### src/rtl/alu_dsp_sequencer.sv
// Issue/retire sequencer around the AluDsp48 ALU: decodes tagged requests, spaces
// ALU/MUL returns so they never collide, re-tags results. Option: ALU_DSP_SEQ_CHECK_EN.
module alu_dsp_sequencer #(
    parameter int DATA_W  = 16,
    parameter int TAG_W   = 11,
    parameter int ALU_LAT = 2,
    parameter int MUL_LAT = 3
) (
    input  logic                clock,
    input  logic                reset,
    input  logic                req_valid,
    output logic                req_ready,
    input  logic [3:0]          req_funct,
    input  logic [DATA_W-1:0]   req_op0,
    input  logic [DATA_W-1:0]   req_op1,
    input  logic                req_cin,
    input  logic [TAG_W-1:0]    req_tag,
    output logic [DATA_W-1:0]   dsp_in0,
    output logic [DATA_W-1:0]   dsp_in1,
    output logic [DATA_W-1:0]   dsp_in2,
    output logic                dsp_carryin,
    output logic [8:0]          dsp_opmode,
    output logic [3:0]          dsp_alumode,
    output logic [1:0]          dsp_setinst,
    output logic                dsp_valid_in,
    input  logic [DATA_W-1:0]   dsp_out,
    input  logic [2*DATA_W-1:0] dsp_mul_out,
    input  logic                dsp_carryout,
    input  logic                dsp_valid_out,
    output logic                rsp_valid,
    output logic [TAG_W-1:0]    rsp_tag,
    output logic [DATA_W-1:0]   rsp_data,
    output logic [DATA_W-1:0]   rsp_data_hi,
    output logic                rsp_carry,
    output logic                rsp_is_mul,
    output logic                err_orphan,
    output logic                err_missing,
    output logic                err_illegal
);
    localparam int DRAIN_W = $clog2(MUL_LAT + 1);
    localparam logic [DRAIN_W-1:0] DRAIN_INIT = DRAIN_W'(MUL_LAT);

    localparam logic [3:0] F_AND  = 4'd0;
    localparam logic [3:0] F_OR   = 4'd1;
    localparam logic [3:0] F_XOR  = 4'd2;
    localparam logic [3:0] F_ADDC = 4'd4;
    localparam logic [3:0] F_SUB  = 4'd5;
    localparam logic [3:0] F_MUL  = 4'd6;
    localparam logic [3:0] F_SEQ  = 4'd7;
    localparam logic [3:0] F_SLTU = 4'd8;
    localparam logic [3:0] F_SLTS = 4'd9;

    localparam logic [8:0] OPM_ALU = 9'b000110011;
    localparam logic [8:0] OPM_OR  = 9'b000111011;
    localparam logic [8:0] OPM_MUL = 9'b000000101;

    typedef struct packed {
        logic             vld;
        logic             mul;
        logic [TAG_W-1:0] tag;
    } slot_t;

    // Slot 0 is the cycle in which dsp_valid_out is expected; slots 1..MUL_LAT count down to it.
    slot_t slot_q [0:MUL_LAT];
    slot_t slot_d [0:MUL_LAT];

    logic [DRAIN_W-1:0] drain_q, drain_d;
    logic [DATA_W-1:0]  in0_q, in0_d, in1_q, in1_d, in2_q, in2_d;
    logic               cin_q, cin_d, vin_q, vin_d;
    logic [8:0]         opmode_q, opmode_d;
    logic [3:0]         alumode_q, alumode_d;
    logic [1:0]         setinst_q, setinst_d;
    logic               rsp_valid_q, rsp_valid_d, rsp_carry_q, rsp_carry_d, rsp_mul_q, rsp_mul_d;
    logic [TAG_W-1:0]   rsp_tag_q, rsp_tag_d;
    logic [DATA_W-1:0]  rsp_data_q, rsp_data_d, rsp_hi_q, rsp_hi_d;
    logic               orphan_q, orphan_d, missing_q, missing_d, illegal_q, illegal_d;

    logic is_mul, legal, accept, issue, draining, dv, take;

    always_comb begin
        is_mul    = (req_funct == F_MUL);
        legal     = (req_funct <= F_SLTS);
        draining  = (drain_q != '0);
        // An ALU op lands in slot ALU_LAT after the shift, which is where slot ALU_LAT+1 moves to.
        req_ready = !reset && !draining && !(legal && !is_mul && slot_q[ALU_LAT+1].vld);
        accept    = req_valid && req_ready;
        issue     = accept && legal;
    end

    always_comb begin
        in0_d     = '0;
        in1_d     = '0;
        in2_d     = '0;
        cin_d     = 1'b0;
        vin_d     = issue;
        opmode_d  = opmode_q;
        alumode_d = alumode_q;
        setinst_d = setinst_q;
        if (issue) begin
            in0_d     = req_op0;
            in1_d     = req_op1;
            opmode_d  = OPM_ALU;
            alumode_d = 4'b0000;
            setinst_d = 2'b00;
            case (req_funct)
                F_AND:  alumode_d = 4'b1100;
                F_OR: begin
                    opmode_d  = OPM_OR;
                    alumode_d = 4'b1100;
                end
                F_XOR:  alumode_d = 4'b0100;
                F_ADDC: cin_d = req_cin;
                F_SUB:  alumode_d = 4'b0011;
                F_SEQ: begin
                    alumode_d = 4'b0011;
                    setinst_d = 2'b01;
                end
                F_SLTU: begin
                    alumode_d = 4'b0011;
                    setinst_d = 2'b10;
                end
                F_SLTS: begin
                    alumode_d = 4'b0011;
                    setinst_d = 2'b11;
                end
                F_MUL: begin
                    in0_d    = '0;
                    in1_d    = req_op0;
                    in2_d    = req_op1;
                    opmode_d = OPM_MUL;
                end
                default: ;
            endcase
        end
    end

    always_comb begin
        for (int i = 0; i < MUL_LAT; i++) begin
            slot_d[i] = slot_q[i+1];
        end
        slot_d[MUL_LAT] = '0;
        if (issue) begin
            if (is_mul) begin
                slot_d[MUL_LAT] = {1'b1, 1'b1, req_tag};
            end else begin
                slot_d[ALU_LAT] = {1'b1, 1'b0, req_tag};
            end
        end
        drain_d = draining ? drain_q - 1'b1 : drain_q;
    end

    always_comb begin
        // Results seen during the drain window belong to ops issued before reset.
        dv = dsp_valid_out && !draining;
`ifdef ALU_DSP_SEQ_CHECK_EN
        take      = dv && slot_q[0].vld;
        orphan_d  = orphan_q | (dv && !slot_q[0].vld);
        missing_d = missing_q | (slot_q[0].vld && !dsp_valid_out);
`else
        take      = dv;
        orphan_d  = 1'b0;
        missing_d = 1'b0;
`endif
        illegal_d   = illegal_q | (accept && !legal);
        rsp_valid_d = take;
        rsp_tag_d   = rsp_tag_q;
        rsp_data_d  = rsp_data_q;
        rsp_hi_d    = rsp_hi_q;
        rsp_carry_d = rsp_carry_q;
        rsp_mul_d   = rsp_mul_q;
        if (take) begin
            rsp_tag_d   = slot_q[0].tag;
            rsp_mul_d   = slot_q[0].mul;
            rsp_data_d  = slot_q[0].mul ? dsp_mul_out[DATA_W-1:0] : dsp_out;
            rsp_hi_d    = slot_q[0].mul ? dsp_mul_out[2*DATA_W-1:DATA_W] : '0;
            rsp_carry_d = slot_q[0].mul ? 1'b0 : dsp_carryout;
        end
    end

    always_ff @(posedge clock or posedge reset) begin
        if (reset) begin
            for (int i = 0; i <= MUL_LAT; i++) begin
                slot_q[i] <= '0;
            end
            drain_q     <= DRAIN_INIT;
            in0_q       <= '0;
            in1_q       <= '0;
            in2_q       <= '0;
            cin_q       <= 1'b0;
            vin_q       <= 1'b0;
            opmode_q    <= '0;
            alumode_q   <= '0;
            setinst_q   <= '0;
            rsp_valid_q <= 1'b0;
            rsp_tag_q   <= '0;
            rsp_data_q  <= '0;
            rsp_hi_q    <= '0;
            rsp_carry_q <= 1'b0;
            rsp_mul_q   <= 1'b0;
            orphan_q    <= 1'b0;
            missing_q   <= 1'b0;
            illegal_q   <= 1'b0;
        end else begin
            for (int i = 0; i <= MUL_LAT; i++) begin
                slot_q[i] <= slot_d[i];
            end
            drain_q     <= drain_d;
            in0_q       <= in0_d;
            in1_q       <= in1_d;
            in2_q       <= in2_d;
            cin_q       <= cin_d;
            vin_q       <= vin_d;
            opmode_q    <= opmode_d;
            alumode_q   <= alumode_d;
            setinst_q   <= setinst_d;
            rsp_valid_q <= rsp_valid_d;
            rsp_tag_q   <= rsp_tag_d;
            rsp_data_q  <= rsp_data_d;
            rsp_hi_q    <= rsp_hi_d;
            rsp_carry_q <= rsp_carry_d;
            rsp_mul_q   <= rsp_mul_d;
            orphan_q    <= orphan_d;
            missing_q   <= missing_d;
            illegal_q   <= illegal_d;
        end
    end

    assign dsp_in0      = in0_q;
    assign dsp_in1      = in1_q;
    assign dsp_in2      = in2_q;
    assign dsp_carryin  = cin_q;
    assign dsp_valid_in = vin_q;
    assign dsp_opmode   = opmode_q;
    assign dsp_alumode  = alumode_q;
    assign dsp_setinst  = setinst_q;
    assign rsp_valid    = rsp_valid_q;
    assign rsp_tag      = rsp_tag_q;
    assign rsp_data     = rsp_data_q;
    assign rsp_data_hi  = rsp_hi_q;
    assign rsp_carry    = rsp_carry_q;
    assign rsp_is_mul   = rsp_mul_q;
    assign err_orphan   = orphan_q;
    assign err_missing  = missing_q;
    assign err_illegal  = illegal_q;

endmodule
### config.mk
export PLATFORM = sky130hd
export DESIGN_NAME = alu_dsp_sequencer
export DESIGN_NICKNAME = d
export VERILOG_FILES = /design/src/rtl/alu_dsp_sequencer.sv
export SDC_FILE = /design/constraint.sdc
export NUM_CORES = 1
export LEC_CHECK = 0
export ABC_AREA = 1
export ABC_CLOCK_PERIOD_IN_PS = 8450
export CAP_MARGIN = 15
export CELL_PAD_IN_SITES_DETAIL_PLACEMENT = 1
export CELL_PAD_IN_SITES_GLOBAL_PLACEMENT = 2
export CORE_MARGIN = 2
export CORE_UTILIZATION = 35
export DETAILED_ROUTE_END_ITERATION = 8
export DONT_BUFFER_PORTS = 1
export GPL_TIMING_DRIVEN = 0
export PLACE_DENSITY_LB_ADDON = 0.1
export REMOVE_ABC_BUFFERS = 1
export SLEW_MARGIN = 10
export SYNTH_ARGS = -nofsm -noshare
export SYNTH_HDL_FRONTEND = slang
export SYNTH_SLANG_ARGS = --single-unit
export TNS_END_PERCENT = 5
### constraint.sdc
create_clock -name clock -period 8.45 [get_ports clock]
set_input_delay 0.845 -clock clock [delete_from_list [all_inputs] [get_ports clock]]
set_output_delay 0.845 -clock clock [all_outputs]
set_load 0.005 [all_outputs]
==> impl_metrics.json, run 1 <==
{
  "drc_errors": 0,
  "synth_most_common_cell": "nand2_1",
  "wl_per_cell_um": 16.4,
  "dp_cells": 790,
  "synth_xor_area_frac": 0.00150,
  "worstPathRequired_ns": 7.61,
  "synth_edf_count": 0,
  "dr.pass1.iters": 4,
  "drtIter0Drc": 132,
  "grt_setup_unrepaired": "false",
  "cp_data_arrival_time_ns": 1.65,
  "setup_tns_ns": 0,
  "numCtsBuffers": 17,
  "avgSynthCellArea_um2": 9.70,
  "p_leak_uw": 0.00322,
  "cts_hold_buffers": 0,
  "cts_tree": "yes",
  "insertion_delay_ns": 0.41,
  "synth_seq_cells": 156,
  "slew_headroom": 0.269,
  "synth_compound_area_frac": 0.0712,
  "ys_seq_area_frac": 0.668,
  "worstSetupPathType": "input port to output pin",
  "ys_types": 29,
  "ir_drop_mv": 0.138,
  "vias": 3920,
  "drv_slew": 0,
  "worstPathCellList": "inv_2 -> nor2_2 -> nand2_2 -> nand3_2 -> and2_1",
  "cts_root_buf": "clkbuf_16",
  "grt_pass1_vias": 4242,
  "clockBufferDepth": 2,
  "power_density_nw_per_um2": 244,
  "cp_max_fo": 14,
  "coreArea_um2": 16500,
  "hold_ws_ns": 0.282,
  "critPathBufInv": 1,
  "max_stage_delay_ns": 0.27,
  "routed_via_density": 4.77,
  "maxCapViolations": 0,
  "yosys-top-cells-count": "nand2_1 (221), dfrtp_1 (154), a21oi_1 (49)",
  "port_buffers": 0,
  "ant_nets": 0,
  "area_delta_synth_final_pct": 13.1,
  "min_period_ns": 2.49,
  "boundaryPins": 216,
  "initial_utilization": 0.355,
  "post-route-period-util": 0.295,
  "gp_congestion": 0.737,
  "routed_wl_um": 13500,
  "grt_max_degree": 99,
  "netlist_top_cells_area": "dfrtp_1 (66%), nand2_1 (14%), a21oi_1 (4.2%), nor2_1 (2.7%), o21ai_0 (2.7%)",
  "cts_setup_buffers": 0,
  "fmax_ghz": 0.402,
  "post-dp-hpwl_um": 8650,
  "synth_top_family_by_area": "simple AND/OR/NAND/NOR gates",
  "muxShareOfSynthArea": 0,
  "outcome": "complete, no violations",
  "die_w_um": 133,
  "synth-main-ff-cell": "dfrtp_1",
  "cts_resized": 0,
  "yosysTopAreaCellShare": 0.659,
  "crit_slowest_cell": "nand2_2",
  "syn_area_um2": 5850,
  "grt-ovfl-total": 0,
  "fp-row-count": 47,
  "synth_cells": 603,
  "fin_nets": 691,
  "layoutNonFillerInstCount": 821,
  "diodes": 0,
  "hold_viol_final": 0,
  "hp-class": "input port to asynchronous set/reset pin",
  "grt.total_usage": 0.159,
  "clock_skew_ns": 0.00785,
  "synthAdderAreaFrac": 0.00214,
  "path_clk_slew_ns": 0.06,
  "async_reset_ff_frac": 1.00,
  "antenna_found_initial": 0,
  "yosysWarningCount": 0,
  "tightestPinTransition_ns": 1.10,
  "crit_path_end_kind": "output pin",
  "drive_gt1_frac": 0.0982,
  "finalSetupViolCount": 0,
  "synth_simple_gate_area_frac": 0.203,
  "cp_top_family": "simple AND/OR/NAND/NOR gates",
  "die_area_um2": 17800,
  "die_h_um": 133,
  "yosys.area.top_type": "dfrtp_1",
  "clock-sinks": 156,
  "cts_htree_levels": 4,
  "cp-start-kind": "input port",
  "grt_first_pass_wirelength_um": 22100
}
power by group:
part           internal [uW]  switching (uW)
Combinational           20.2            51.4
Sequential               773            19.3
Clock                    456             294
final timing paths:
| kind | startpoint | endpoint | slack, ns | cells past startpoint |
|---|---|---|---|---|
| setup / recovery | req_funct[2] | req_ready | 5.96 | 5 |
| hold / removal | reset | dsp_valid_in | 0.28 | 1 |
| setup reg to reg | slot_q[50] | rsp_data[4] | 6.06 | 3 |
| hold reg to reg | slot_d[44] | slot_q[44] | 0.35 | 0 |
| max in group asynchronous | reset | slot_d[44] | 7.33 | 2 |
| min in group clock | slot_d[44] | slot_q[44] | 0.35 | 0 |
state kept, by name (all words and copies together) (netlist names):
signal        flops
dsp_in1          16
rsp_tag          11
dsp_opmode        4
rsp_carry         1
err_illegal       1
dsp_valid_in      1
dsp_carryin       1
dsp_alumode       3
rsp_is_mul        1
slot_q           24
drain_q           2
slot_d           24
rsp_data         16
dsp_in0          16
dsp_in2          16
rsp_valid         1
dsp_setinst       2
rsp_data_hi      16
through the flow:
stage / power, uW / cell area, um^2 / util / setup slack, ns
after floorplan: 853 / 5650 / - / 3.40
after global placement: 875 / 5930 / 0.360 / 1.60
after detailed placement: 882 / 6030 / 0.366 / 5.79
after CTS: 1650 / 6620 / 0.402 / 5.92
after global routing: 1690 / 6620 / 0.402 / 5.77
final: 1620 / 6620 / 0.402 / 5.96
cells in the final DEF, fill, tap and decap left out, types with 2 or more instances in the layout:
| cell | n |
|---|---|
| nand3_2 | 2 |
| nand2_2 | 2 |
| o21ai_0 | 31 |
| clkinvlp_4 | 3 |
| inv_2 | 3 |
| clkbuf_16 | 17 |
| clkinv_2 | 3 |
| a21oi_1 | 49 |
| nor2_1 | 42 |
| conb_1 | 5 |
| buf_12 | 3 |
| nor3_1 | 13 |
| inv_1 | 20 |
| nand3_1 | 2 |
| dfrtp_1 | 154 |
| nor2_2 | 10 |
| dfstp_2 | 2 |
| clkbuf_8 | 3 |
| nand2_1 | 219 |
| bufinv_16 | 2 |
cell families after synthesis:
| logic type | Yosys count |
|---|---|
| and+or+nand+nor | 295 |
| buffers and inverters | 67 |
| DFF | 156 |
| xor gates and xnor gates | 1 |
| adders and majority gates | 1 |
| other | 1 |
| AOI/OAI and AO/OA | 82 |
cell type report:
cell class                 count  area [um^2]
clock buffer                  21          470
clock inverter                10          115
fill                        1840         9850
inverter                      26          108
multi-input combinational    384         1660
sequential                   156         3910
tap                          220          275
timing repair buffer           4         87.6
metal layers:
metal | up-vias | GRT usage | share of wire
met5 | - | 0 | 0
met4 | 0 | 0.0656 | 0.018
met3 | 19 | 0.0890 | 0.13
met2 | 159 | 0.247 | 0.47
met1 | 1905 | 0.182 | 0.39
li1 | 1837 | - | -
Power figures use the tool's default switching activity.
==> run 2: changes to the inputs <==
Settings changed: ABC_CLOCK_PERIOD_IN_PS 8450 to 2500.
Clock period 8.45 ns to 2.5 ns, I/O delays scaled along.
==> run 2 against run 1 <==
Clock power rose to 3.4 times the previous value. Combinational power rose to 5.0 times the previous value. Global-route usage up 0.98 points. Largest cell class unchanged. Setup slack worse by 5.6 ns. Clock skew down 0.0013 ns. Largest power group unchanged. Critical path type is now flip-flop to flip-flop.
==> impl_metrics.json, run 2 (synthesis gave the netlist of run 1 again) <==
{
  "outcome": "complete, no violations",
  "grt-ovfl-total": 0,
  "grt.total_usage": 0.169,
  "cp_data_arrival_time_ns": 2.47,
  "cts_tree": "yes",
  "setup_tns_ns": 0,
  "numCtsBuffers": 17,
  "ir_drop_mv": 0.469,
  "slew_headroom": 0.596,
  "cp_top_family": "simple AND/OR/NAND/NOR gates",
  "fillerInstances": 1786,
  "die_h_um": 133,
  "crit_path_end_kind": "flip-flop",
  "cts_htree_levels": 4,
  "insertion_delay_ns": 0.41,
  "die_w_um": 133,
  "worstSetupPathType": "flip-flop to flip-flop",
  "min_period_ns": 2.17,
  "routed_wl_um": 14400,
  "antenna_found_initial": 0,
  "cp-start-kind": "flip-flop",
  "post-dp-hpwl_um": 8650,
  "final_common_cell": "nand2_1",
  "area_delta_synth_final_pct": 27.2,
  "p_leak_uw": 0.00357,
  "post_dp_cell_area_um2": 6030,
  "grt_setup_unrepaired": "false",
  "maxCapViolations": 0,
  "layout_common_cells": "nand2_1 (219), dfrtp_1 (153), dlygate4sd3_1 (82)",
  "fp-row-count": 47,
  "critPathBufInv": 3,
  "dr.pass1.iters": 4,
  "reg2reg_slack_ns": 0.33,
  "clock_skew_ns": 0.00656,
  "crit_slowest_cell": "nand4_4",
  "ant_nets": 0,
  "drive_gt1_frac": 0.0878,
  "grt_max_degree": 99,
  "gp_congestion": 0.737,
  "cts_setup_buffers": 0,
  "path_clk_slew_ns": 0.06,
  "multi_input_area_um2": 1660,
  "drc_errors": 0,
  "grt_pass1_vias": 4635,
  "routed_via_density": 4.71,
  "fmax_ghz": 0.462,
  "grt_first_pass_wirelength_um": 23700,
  "finalSetupViolCount": 0,
  "drv_slew": 0,
  "final_core_util": 0.452,
  "fin_nets": 773,
  "initial_utilization": 0.355,
  "cp_max_fo": 48,
  "seqCellArea_um2": 3910,
  "clockBufferDepth": 2,
  "diodes": 0,
  "final_cell_area_um2": 7440,
  "port_buffers": 0,
  "wl_per_cell_um": 15.9,
  "hold_viol_final": 0,
  "post-route-period-util": 0.867,
  "max_stage_delay_ns": 0.49,
  "tightestPinTransition_ns": 0.606,
  "hp-class": "input port to flip-flop",
  "worstPathCellList": "inv_1 -> ha_1 -> inv_1 -> nor2_1 -> nand4_4 -> buf_12 -> nand2_1 -> nand2_1",
  "power_density_nw_per_um2": 749,
  "boundaryPins": 216,
  "drtIter0Drc": 138,
  "worstPathRequired_ns": 2.81,
  "coreArea_um2": 16500,
  "vias": 4250,
  "die_area_um2": 17800,
  "clock-sinks": 156,
  "cts_root_buf": "clkbuf_16"
}
run 2: final timing paths:
path	startpoint	endpoint	depth (start not counted)
worst max-delay path	drain_q[0]	slot_d[26]	8
worst min-delay path	dsp_out[2]	rsp_data[2]	2
worst max register to register	drain_q[0]	slot_d[26]	8
worst min register to register	slot_d[44]	slot_q[44]	0
max in group asynchronous	reset	slot_d[44]	3
min in group asynchronous	reset	dsp_valid_in	2
run 2: per-stage QoR:
step / cells / setup slack [ns] / total power, uW / hold slack, ns
global route: 903 / 0.108 / 5840 / 0.0194
CTS: 903 / 0.0216 / 5680 / 0.0122
finish: 903 / 0.334 / 5580 / 0.0368
floorplan: 566 / -1.95 / 2880 / 0.322
detailed placement: 790 / 0.0327 / 2980 / 0.163
global placement: 786 / -3.75 / 2960 / 0.325
run 2: worst register-to-register path: cells and delay by family (launching register included):
family / cells / cell delay [ns]
simple gates: 4 / 0.94
flops: 1 / 0.37
fa+ha+maj: 1 / 0.25
buf+inv: 3 / 0.50
run 2: layout make-up:
cell class	count	area share
Clock buffer	21	0.0632
Clock inverter	10	0.0155
Multi-Input combinational cell	384	0.223
Timing Repair Buffer	86	0.122
Inverter	26	0.0145
Tap cell	220	0.0370
Sequential cell	156	0.525
run 2: power by group:
group          switching [uW]  leakage (uW)  internal, uW  total (uW)
clock                     997      0.000281          1540        2540
combinational             206       0.00121           152         358
sequential               65.8       0.00208          2610        2680
total                    1270       0.00357          4310        5580
run 2: layer usage:
| layer | GRT usage | share of wire | vias to the layer above |
|---|---|---|---|
| met2 | 0.273 | 0.48 | 157 |
| met1 | 0.195 | 0.40 | 2076 |
| li1 | - | - | 1999 |
| met5 | 0 | 0 | - |
| met4 | 0.0662 | 0.015 | 0 |
| met3 | 0.0807 | 0.10 | 18 |
run 2: timing repair:
item | in CTS | in global routing
hold buffers | 82 | 0
hold endpoints to repair | 153 | 0
setup endpoints to repair | 0 | 18
resized for setup | 0 | 1
